--- src/rtl/pe_drain_pkg.sv ---
// rtl/pe_drain_pkg.sv - shared constants, FSM state enum and FIFO entry layout for pe_drain
//
// Purpose : default widths/depth for the PE drain path, the output FIFO
//           control-state enum and the {data, sat, first} entry layout.
// Ports   : none (package).
package pe_drain_pkg;

  localparam int PE_DRAIN_IN_W  = 19;
  localparam int PE_DRAIN_OUT_W = 8;
  localparam int PE_DRAIN_DEPTH = 4;

  // Output FIFO occupancy state: empty, partially filled, full.
  typedef enum logic [1:0] {
    ST_IDLE   = 2'd0,
    ST_ACTIVE = 2'd1,
    ST_FULL   = 2'd2
  } fifo_state_e;

  // One drained result at the default output width. The FIFO stores entries
  // flattened in exactly this field order: data in the MSBs, then sat, then first.
  typedef struct packed {
    logic signed [PE_DRAIN_OUT_W-1:0] data;
    logic                             sat;
    logic                             first;
  } fifo_entry_t;

endpackage

--- src/rtl/pe_drain_fifo.sv ---
// rtl/pe_drain_fifo.sv - in-order result FIFO with IDLE/ACTIVE/FULL control FSM
//
// Purpose : stores drained results in order; drops a push that arrives while
//           full unless the same cycle also pops.
// Ports   : CLK, RST (async, active-low)
//           push_i, wdata_i    - write request and entry
//           pop_ready_i        - consumer ready; pop = valid_o && pop_ready_i
//           rdata_o, valid_o   - head entry and its qualifier
//           drop_o             - a push was discarded this cycle
//           count_o            - current occupancy
module pe_drain_fifo
  import pe_drain_pkg::*;
#(
  parameter int W     = PE_DRAIN_OUT_W + 2,
  parameter int DEPTH = PE_DRAIN_DEPTH,
  localparam int AW   = $clog2(DEPTH),
  localparam int CW   = AW + 1
) (
  input  logic          CLK,
  input  logic          RST,
  input  logic          push_i,
  input  logic [W-1:0]  wdata_i,
  input  logic          pop_ready_i,
  output logic [W-1:0]  rdata_o,
  output logic          valid_o,
  output logic          drop_o,
  output logic [CW-1:0] count_o
);

  fifo_state_e   state_q, state_d;
  logic [AW-1:0] wr_ptr_q, rd_ptr_q;
  logic [CW-1:0] count_q, count_d;
  logic [W-1:0]  mem_q [DEPTH];
  logic          full;
  logic          pop;
  logic          push_ok;

  // A full FIFO still accepts a push when the head leaves in the same cycle.
  assign pop     = valid_o && pop_ready_i;
  assign push_ok = push_i && (!full || pop);
  assign drop_o  = push_i && full && !pop;
  assign count_d = count_q + CW'(push_ok) - CW'(pop);

  // State register
  always_ff @(posedge CLK or negedge RST) begin
    if (!RST) begin
      state_q <= ST_IDLE;
    end else begin
      state_q <= state_d;
    end
  end

  // Next-state logic follows the occupancy after this cycle's push/pop.
  always_comb begin
    state_d = ST_ACTIVE;
    if (count_d == '0) begin
      state_d = ST_IDLE;
    end else if (count_d == CW'(DEPTH)) begin
      state_d = ST_FULL;
    end
  end

  // Output logic
  always_comb begin
    valid_o = 1'b0;
    full    = 1'b0;
    case (state_q)
      ST_ACTIVE: valid_o = 1'b1;
      ST_FULL: begin
        valid_o = 1'b1;
        full    = 1'b1;
      end
      default: begin
        valid_o = 1'b0;
        full    = 1'b0;
      end
    endcase
  end

  // Pointers wrap naturally because DEPTH is a power of two.
  always_ff @(posedge CLK or negedge RST) begin
    if (!RST) begin
      wr_ptr_q <= '0;
      rd_ptr_q <= '0;
      count_q  <= '0;
    end else begin
      count_q <= count_d;
      if (push_ok) begin
        wr_ptr_q <= wr_ptr_q + AW'(1);
      end
      if (pop) begin
        rd_ptr_q <= rd_ptr_q + AW'(1);
      end
    end
  end

  // Storage needs no reset: contents are only observed through valid_o.
  always_ff @(posedge CLK) begin
    if (push_ok) begin
      mem_q[wr_ptr_q] <= wdata_i;
    end
  end

  assign rdata_o = mem_q[rd_ptr_q];
  assign count_o = count_q;

endmodule

--- src/rtl/pe_drain.sv ---
// rtl/pe_drain.sv - PE accumulator drain: shift, optional round, saturate, FIFO
//
// Purpose : registers PE outputs, scales them by an arithmetic right shift,
//           saturates to OUT_W bits, tags tile starts and queues results.
//           Define PE_DRAIN_ROUND_EN for round-half-up instead of truncation.
// Ports   : CLK, RST (async, active-low)
//           in_c, in_valid, in_shift, in_propagate - PE side (never stalled)
//           out_data, out_sat, out_first, out_valid, out_ready - result stream
//           ovf_clr, overflow - sticky drop flag and its clear
//           count - FIFO occupancy
module pe_drain
  import pe_drain_pkg::*;
#(
  parameter int IN_W  = PE_DRAIN_IN_W,
  parameter int OUT_W = PE_DRAIN_OUT_W,
  parameter int DEPTH = PE_DRAIN_DEPTH,
  localparam int CW   = $clog2(DEPTH) + 1
) (
  input  logic                    CLK,
  input  logic                    RST,
  input  logic signed [IN_W-1:0]  in_c,
  input  logic                    in_valid,
  input  logic [3:0]              in_shift,
  input  logic                    in_propagate,
  output logic signed [OUT_W-1:0] out_data,
  output logic                    out_sat,
  output logic                    out_first,
  output logic                    out_valid,
  input  logic                    out_ready,
  input  logic                    ovf_clr,
  output logic                    overflow,
  output logic [CW-1:0]           count
);

  localparam int EW = OUT_W + 2;
  localparam logic signed [IN_W:0] SAT_MAX = (IN_W+1)'((1 << (OUT_W-1)) - 1);
  localparam logic signed [IN_W:0] SAT_MIN = (IN_W+1)'(-(1 << (OUT_W-1)));

  // Stage 1 registers
  logic signed [IN_W-1:0] s1_c_q;
  logic                   s1_valid_q;
  logic [3:0]             s1_shift_q;
  logic                   s1_prop_q;

  // Tile tracking and sticky overflow
  logic last_prop_q, last_prop_d;
  logic seen_q, seen_d;
  logic ovf_q, ovf_d;

  // Stage 2 datapath
  logic signed [IN_W:0]    ext;
  logic signed [IN_W:0]    rounded;
  logic signed [IN_W:0]    shifted;
  logic signed [OUT_W-1:0] res_data;
  logic                    res_sat;
  logic                    res_first;
  logic [EW-1:0]           push_entry;

  logic [EW-1:0]           head_entry;
  logic                    fifo_valid;
  logic                    fifo_drop;

  always_ff @(posedge CLK or negedge RST) begin
    if (!RST) begin
      s1_c_q     <= '0;
      s1_valid_q <= 1'b0;
      s1_shift_q <= '0;
      s1_prop_q  <= 1'b0;
    end else begin
      s1_c_q     <= in_c;
      s1_valid_q <= in_valid;
      s1_shift_q <= in_shift;
      s1_prop_q  <= in_propagate;
    end
  end

  // One extra bit of headroom so the rounding addend can never wrap.
  assign ext = {s1_c_q[IN_W-1], s1_c_q};

`ifdef PE_DRAIN_ROUND_EN
  logic signed [IN_W:0] addend;
  assign addend  = (s1_shift_q == 4'd0) ? '0 : ((IN_W+1)'(1) << (s1_shift_q - 4'd1));
  assign rounded = ext + addend;
`else
  assign rounded = ext;
`endif

  assign shifted = rounded >>> s1_shift_q;

  always_comb begin
    res_data = shifted[OUT_W-1:0];
    res_sat  = 1'b0;
    if (shifted > SAT_MAX) begin
      res_data = SAT_MAX[OUT_W-1:0];
      res_sat  = 1'b1;
    end else if (shifted < SAT_MIN) begin
      res_data = SAT_MIN[OUT_W-1:0];
      res_sat  = 1'b1;
    end
  end

  // A tile starts on the first word after reset or on any propagate toggle
  // between valid words; invalid cycles do not disturb the reference.
  assign res_first = !seen_q || (s1_prop_q != last_prop_q);

  always_comb begin
    last_prop_d = last_prop_q;
    seen_d      = seen_q;
    if (s1_valid_q) begin
      last_prop_d = s1_prop_q;
      seen_d      = 1'b1;
    end
  end

  // A drop in the same cycle as a clear keeps the flag set.
  always_comb begin
    ovf_d = ovf_q;
    if (fifo_drop) begin
      ovf_d = 1'b1;
    end else if (ovf_clr) begin
      ovf_d = 1'b0;
    end
  end

  always_ff @(posedge CLK or negedge RST) begin
    if (!RST) begin
      last_prop_q <= 1'b0;
      seen_q      <= 1'b0;
      ovf_q       <= 1'b0;
    end else begin
      last_prop_q <= last_prop_d;
      seen_q      <= seen_d;
      ovf_q       <= ovf_d;
    end
  end

  assign push_entry = {res_data, res_sat, res_first};

  pe_drain_fifo #(
    .W     (EW),
    .DEPTH (DEPTH)
  ) u_fifo (
    .CLK         (CLK),
    .RST         (RST),
    .push_i      (s1_valid_q),
    .wdata_i     (push_entry),
    .pop_ready_i (out_ready),
    .rdata_o     (head_entry),
    .valid_o     (fifo_valid),
    .drop_o      (fifo_drop),
    .count_o     (count)
  );

  // Head fields read as zero whenever nothing is queued.
  assign out_valid = fifo_valid;
  assign out_data  = fifo_valid ? head_entry[EW-1:2] : '0;
  assign out_sat   = fifo_valid && head_entry[1];
  assign out_first = fifo_valid && head_entry[0];
  assign overflow  = ovf_q;

endmodule

--- config.mk ---
export PLATFORM = sky130hd
export DESIGN_NAME = pe_drain
export DESIGN_NICKNAME = d
export VERILOG_FILES = /design/src/rtl/pe_drain_pkg.sv /design/src/rtl/pe_drain_fifo.sv /design/src/rtl/pe_drain.sv
export SDC_FILE = /design/constraint.sdc
export NUM_CORES = 1
export LEC_CHECK = 0
export BUFFER_PORTS_ARGS = -buffer_cell sky130_fd_sc_hd__buf_2
export CAP_MARGIN = 20
export CORE_ASPECT_RATIO = 1.4
export CORE_MARGIN = 2
export CORE_UTILIZATION = 41
export CTS_BUF_LIST = sky130_fd_sc_hd__clkbuf_4
export DETAILED_ROUTE_END_ITERATION = 10
export GPL_TIMING_DRIVEN = 0
export SETUP_SLACK_MARGIN = 0.05
export SLEW_MARGIN = 25
export SYNTH_ARGS = -nofsm -noshare
export SYNTH_HDL_FRONTEND = slang
export SYNTH_SLANG_ARGS = --single-unit
--- constraint.sdc ---
create_clock -name CLK -period 3.1 [get_ports CLK]
set_input_delay 0.62 -clock CLK [delete_from_list [all_inputs] [get_ports CLK]]
set_output_delay 0.62 -clock CLK [all_outputs]
set_load 0.05 [all_outputs]
==> metrics, run 1 <==
outcome=complete, no violations; final net count=between 400 and 500; worst-margin pin slew=approximately 0.78 ns; TritonCTS Buffers=9; Hold Crit Class=primary input to async pin; H-tree levels=3; via/cell ratio=5.32; share of layout cells above drive strength 1=0.297; initial antenna violation count=1; port bufs=43; CP max stage delay=~0.56 ns; drt first pass iters=4; CP max-delay cell=mux4_2; fmax=347 MHz; RSZ-0062 raised after global routing=false; startpoint types=flop; commonest cells after routing, fill and taps aside=buf_2, edfxtp_1, dfrtp_1; Root Driver=clkbuf_4; Area contributors post-synth=edfxtp_1, dfrtp_1, mux4_2, mux2i_1, mux2_2; leading cell type in the layout, fill and taps excluded=buf_2; Synth async-reset ratio=0.481; fin cells=503; Mapped Cells=311; Syn Area/Cell=12.9 sq um; Final Hold Fails=0; fin crit share=0.931; Setup Buffers After CTS=0; per-cell routed wire length=about 17 um; Peak VDD IR=269 uV; Post-synth EDFFs=40; Syn Nets=348; vias in the first global route=between 2000 and 3000; max-slew violation count=0; CP Capture Type=output pin; Die Width=slightly below 90 um; first-pass GRT wire length=13700 um; leakage=1.81 nW; Vias=2677; total gr overflow=0; post_cts resized=2; pin count of the biggest net entering global routing=38; clk_lat worst skew=~0.43 ns; sequential fraction of the synthesis area=0.529; DIE HEIGHT=121 um; Slew HR=0.481; CP required=2.48 ns; Synth area leader=edfxtp_1; DP Cell Count=486; Core Box Area=approximately 9500 sq um; Rows=42; Tot GR Track Use=0.172; Routability Congestion=0.866; final setup fails=0; top_reg_cell synth=edfxtp_1; DR iter-0 viols=122; Syn Std Cell Area=approximately 4000 sq um; TritonCTS clock tree=built; hold bufs inserted after CTS=0; Clock Sinks=77; Unique masters post-synth=53; CTS Buffer Depth=2; sum of negative setup slack=0 ns; I/O pin total=between 40 and 50; DPL Wire Length=6180 um; Layout Skew=0.0152 ns; layout filler cell count=between 800 and 900; critical path peak fanout=10; number of synthesized register bits=77; YS warnings=0; worst path cell trace=clkdlybuf4s15_2, mux4_2, and2_1, buf_2; crit path kind=flop to output pin; Remaining DRCs=0; CP Buf/Inv Count=2; crit path DAT=2.27 ns; share of the synthesized area in the top cell type=0.299; Post-Route WL=around 8400 um; crit-path leading delay family=buffers and inverters; Final ANT Viol Nets=0; Die ar.=approximately 11000 sq um; Initial Util=0.423; clk slew on worst S/H paths=0.13 ns; PwrDens=754 nW/um^2; Layout area overhead=13.3%; Max-cap violations=0; Final Critical Period=2.89 ns
==> registers in the layout, summed over array words and instances (netlist names) <==
register         flops
s1_c_q              19
u_fifo.wr_ptr_q      2
u_fifo.state_q       2
s1_valid_q           1
u_fifo.rd_ptr_q      2
s1_prop_q            1
last_prop_q          1
u_fifo.mem_q        40
u_fifo.count_o       3
seen_q               1
s1_shift_q           4
overflow             1
==> per-stage QoR <==
stage | util | power, W | setup WS, ns | cell area, sq um | hold WS (ns)
global placement | 0.463 | 0.00282 | 0.401 | 4400 | 0.449
finish | 0.479 | 0.00344 | 0.215 | 4560 | 0.237
floorplan | - | 0.00251 | 0.709 | 4020 | 0.324
detailed placement | 0.463 | 0.00286 | 0.378 | 4400 | 0.456
global route | 0.479 | 0.00366 | 0.0621 | 4560 | 0.241
CTS | 0.479 | 0.00349 | 0.138 | 4560 | 0.252
==> Yosys cell counts (7+ instances only) <==
library cell  instances
nand2_1               9
clkbuf_1              9
and2_1               14
mux2_2               16
ha_1                  7
dfrtp_1              37
o21ai_0              11
inv_1                14
nor2_1               19
nor3_1                8
mux4_2               14
mux2i_1              20
edfxtp_1             40
a21oi_1              13
==> area by class of cell <==
class,instances,area [sq um],area share
Antenna cell,1,2.50,0.000549
Sequential cell,77,2130,0.467
Inverter,15,56.3,0.0123
Timing Repair Buffer,43,215,0.0472
Clock buffer,10,75.1,0.0165
Tap cell,132,165,0.0362
Multi-Input combinational cell,200,1730,0.380
Buffer,19,114,0.0250
Clock inverter,6,70.1,0.0154
==> path summary, 6_finish.rpt <==
kind | from | to | slack (ns) | cells past startpoint
hold / removal | RST | s1_c_q[18] | 0.24 | 1
setup reg to reg | s1_shift_q[1] | u_fifo.mem_q[2][8] | 0.39 | 10
max in group asynchronous | RST | s1_shift_q[3] | 2.35 | 1
min in group CLK | in_c[17] | s1_c_q[17] | 0.28 | 1
setup / recovery | u_fifo.rd_ptr_q[0] | out_data[4] | 0.21 | 4
hold reg to reg | seen_q | seen_q | 0.48 | 1
==> where the power goes <==
part,leakage [nW],switching [W],total (W),internal [W]
registers,0.799,0.0000677,0.00135,0.00128
clock network,0.0814,0.000365,0.000627,0.000262
logic,0.927,0.000958,0.00146,0.000506
total,1.81,0.00139,0.00344,0.00205
==> cell families (layout without fill, tap and decap cells) <==
| group | after synthesis | count (layout) | synth area share |
|---|---|---|---|
| DFF | 77 | 77 | 0.529 |
| and+or+nand+nor | 71 | 71 | 0.0933 |
| AOI/OAI and AO/OA | 63 | 63 | 0.118 |
| muxes | 52 | 52 | 0.180 |
| buffers and inverters | 34 | 93 | 0.0404 |
| adders and majority gates | 8 | 8 | 0.0267 |
| xor gates and xnor gates | 6 | 6 | 0.0131 |
| other | 0 | 1 | 0 |
==> layer usage <==
layer,GRT usage,vias to the layer above,part of all wire,routed length [um]
met3,0.0415,20,0.033,277
met5,0,-,0,0
li1,-,1279,-,-
met1,0.198,1315,0.41,3460
met2,0.287,63,0.52,4390
met4,0.0952,0,0.032,272
(Power assumes the default switching activity.)
==> run 2, diff against run 1 <==
--- a/config.mk
+++ b/config.mk
@@ -8,11 +8,11 @@
 export BUFFER_PORTS_ARGS = -buffer_cell sky130_fd_sc_hd__buf_2
 export CAP_MARGIN = 20
 export CORE_ASPECT_RATIO = 1.4
-export CORE_MARGIN = 2
 export CORE_UTILIZATION = 41
-export CTS_BUF_LIST = sky130_fd_sc_hd__clkbuf_4
+export CTS_BUF_LIST = sky130_fd_sc_hd__clkbuf_4 sky130_fd_sc_hd__clkbuf_8
 export DETAILED_ROUTE_END_ITERATION = 10
 export GPL_TIMING_DRIVEN = 0
+export PLACE_DENSITY = 0.63
 export SETUP_SLACK_MARGIN = 0.05
 export SLEW_MARGIN = 25
 export SYNTH_ARGS = -nofsm -noshare
==> run 2 against run 1 <==
  * Fmax rose by 2.4%
  * Clock-buffer cell count did not move
  * Largest cell class unchanged
  * Register-to-register slack got worse by 0.04 ns
  * Critical path depth did not move
  * Sequential share of layout area fell by 0.78 points
  * Combinational power barely moved
  * Final area rose by 1.7%
==> metrics, run 2 (synthesized netlist as in run 1, its figures left out) <==
Reg-to-Reg End=u_fifo.mem_q[2][8]; Most flops, register=u_fifo.mem_q; total gr overflow=0; Final ANT Viol Nets=0; grt met3 use=0.0312; R2R depth=10; sum of negative setup slack=0 ns; CP Capture Type=output pin; biggest regs=u_fifo.mem_q (40), s1_c_q (19), s1_shift_q (4); startpoint types=flop; Final Hold Fails=0; share of layout cells above drive strength 1=0.297; Layout area overhead=15.2%; PwrDens=790 nW/um^2; hold bufs inserted after CTS=0; Core Box Area=roughly 9500 sq um; RR Startpoint=s1_shift_q[1]; outcome=complete, no violations; RSZ-0062 raised after global routing=false; initial antenna violation count=0; commonest cells after routing, fill and taps aside=buf_2, edfxtp_1, dfrtp_1; via/cell ratio=5.34; Hold Crit Class=primary input to async pin; max reg flops=40; fin crit share=0.909; clk slew on worst S/H paths=0.08 ns; final net count=roughly 400; TritonCTS clock tree=built; Routability Congestion=0.877; Rows=42; crit path kind=flop to output pin; critical path peak fanout=10; crit path DAT=approximately 2.2 ns; met2 Use GR=0.293; CP max-delay cell=mux4_2; DIE HEIGHT=119 um; DR iter-0 viols=about 200; first-pass GRT wire length=between 10000 and 15000 um; Vias=2679; Initial Util=0.423; DPL Wire Length=6000 um; fmax=355 MHz; Clock Sinks=77; Antenna Diode Count=0; Die Width=about 86 um; Slew HR=0.472; port bufs=43; leading cell type in the layout, fill and taps excluded=buf_2; pin count of the biggest net entering global routing=38; Remaining DRCs=0; drt first pass iters=4; Layout Skew=around 0.0097 ns; final instance area=4640 sq um; CP required=2.48 ns; Die ar.=10200 sq um; Post-Route WL=8200 um; layout filler cell count=846; clk_lat worst skew=0.36 ns; worst path cell trace=clkdlybuf4s15_2, mux4_2, and2_1, buf_2; Max-cap violations=0; Final Critical Period=2.82 ns; Root Driver=clkbuf_8; grt peak-use layer=met2; leakage=about 1.8 nW; per-cell routed wire length=16.3 um; placed inst area=4400 sq um; CTS Buffer Depth=2; worst-margin pin slew=slightly below 0.8 ns; vias in the first global route=2653; GRT met1 Usage=0.204; TritonCTS Buffers=9; I/O pin total=44; Peak VDD IR=275 uV; CP max stage delay=around 0.55 ns; max-slew violation count=0; DP Cell Count=approximately 490; final setup fails=0; r2r setup slk=0.35 ns; H-tree levels=3; fin cells=502; Tot GR Track Use=0.175
[run 2: worst max-delay path: cells and delay by family (launching register included)]
family | cells | cell delay, ns
simple gates | 1 | 0.16
flops | 1 | 0.44
buf+inv | 2 | 0.68
mux | 1 | 0.55
[run 2: power by group]
group | total (W) | switching (W) | internal, W
combinational | 0.00146 | 0.000957 | 0.000507
clock | 0.000848 | 0.000379 | 0.000469
sequential | 0.00135 | 0.0000698 | 0.00128
total | 0.00366 | 0.00141 | 0.00226
[run 2: metal layers]
metal	wire (um)	up-vias
met5	0	-
met4	339	0
met3	341	24
met2	4230	92
met1	3290	1291
li1	-	1272
[run 2: per-stage QoR]
stage | setup slack, ns | utilization | total power [W] | hold WS [ns]
2_1_floorplan | 0.709 | - | 0.00251 | 0.324
3_3_place_gp | 0.365 | 0.463 | 0.00282 | 0.449
3_5_place_dp | 0.355 | 0.463 | 0.00284 | 0.460
4_1_cts | 0.208 | 0.488 | 0.00370 | 0.346
5_1_grt | 0.146 | 0.488 | 0.00385 | 0.346
6_report | 0.281 | 0.488 | 0.00366 | 0.342
[run 2: how the worst max path moves through the flow]
stage                       startpoint     endpoint  slack, ns  depth (start not counted)
finish              u_fifo.rd_ptr_q[0]  out_data[4]       0.28                          4
global route        u_fifo.rd_ptr_q[0]  out_data[6]       0.15                          4
CTS                 u_fifo.rd_ptr_q[0]  out_data[3]       0.21                          4
detailed placement  u_fifo.rd_ptr_q[0]  out_data[3]       0.35                          4
global placement    u_fifo.rd_ptr_q[0]  out_data[1]       0.36                          4
floorplan            u_fifo.state_q[0]  out_data[0]       0.71                          5
[run 2: layout make-up]
class                   instances  area (sq um)  area share
clock buffers                  10           131      0.0283
repair buffers                 43           215      0.0464
flip-flops and latches         77          2130       0.459
plain buffers                  19           114      0.0246
multi-input cells             200          1730       0.374
well taps                     132           165      0.0356
inverters                      15          56.3      0.0121
clock inverters                 6          93.8      0.0202
[run 2: timing repair]
item                                    CTS  global route
gates resized for setup                   2             0
setup buffers                             0             0
endpoints found under the hold margin     0             0
endpoints found under the setup margin    8             0
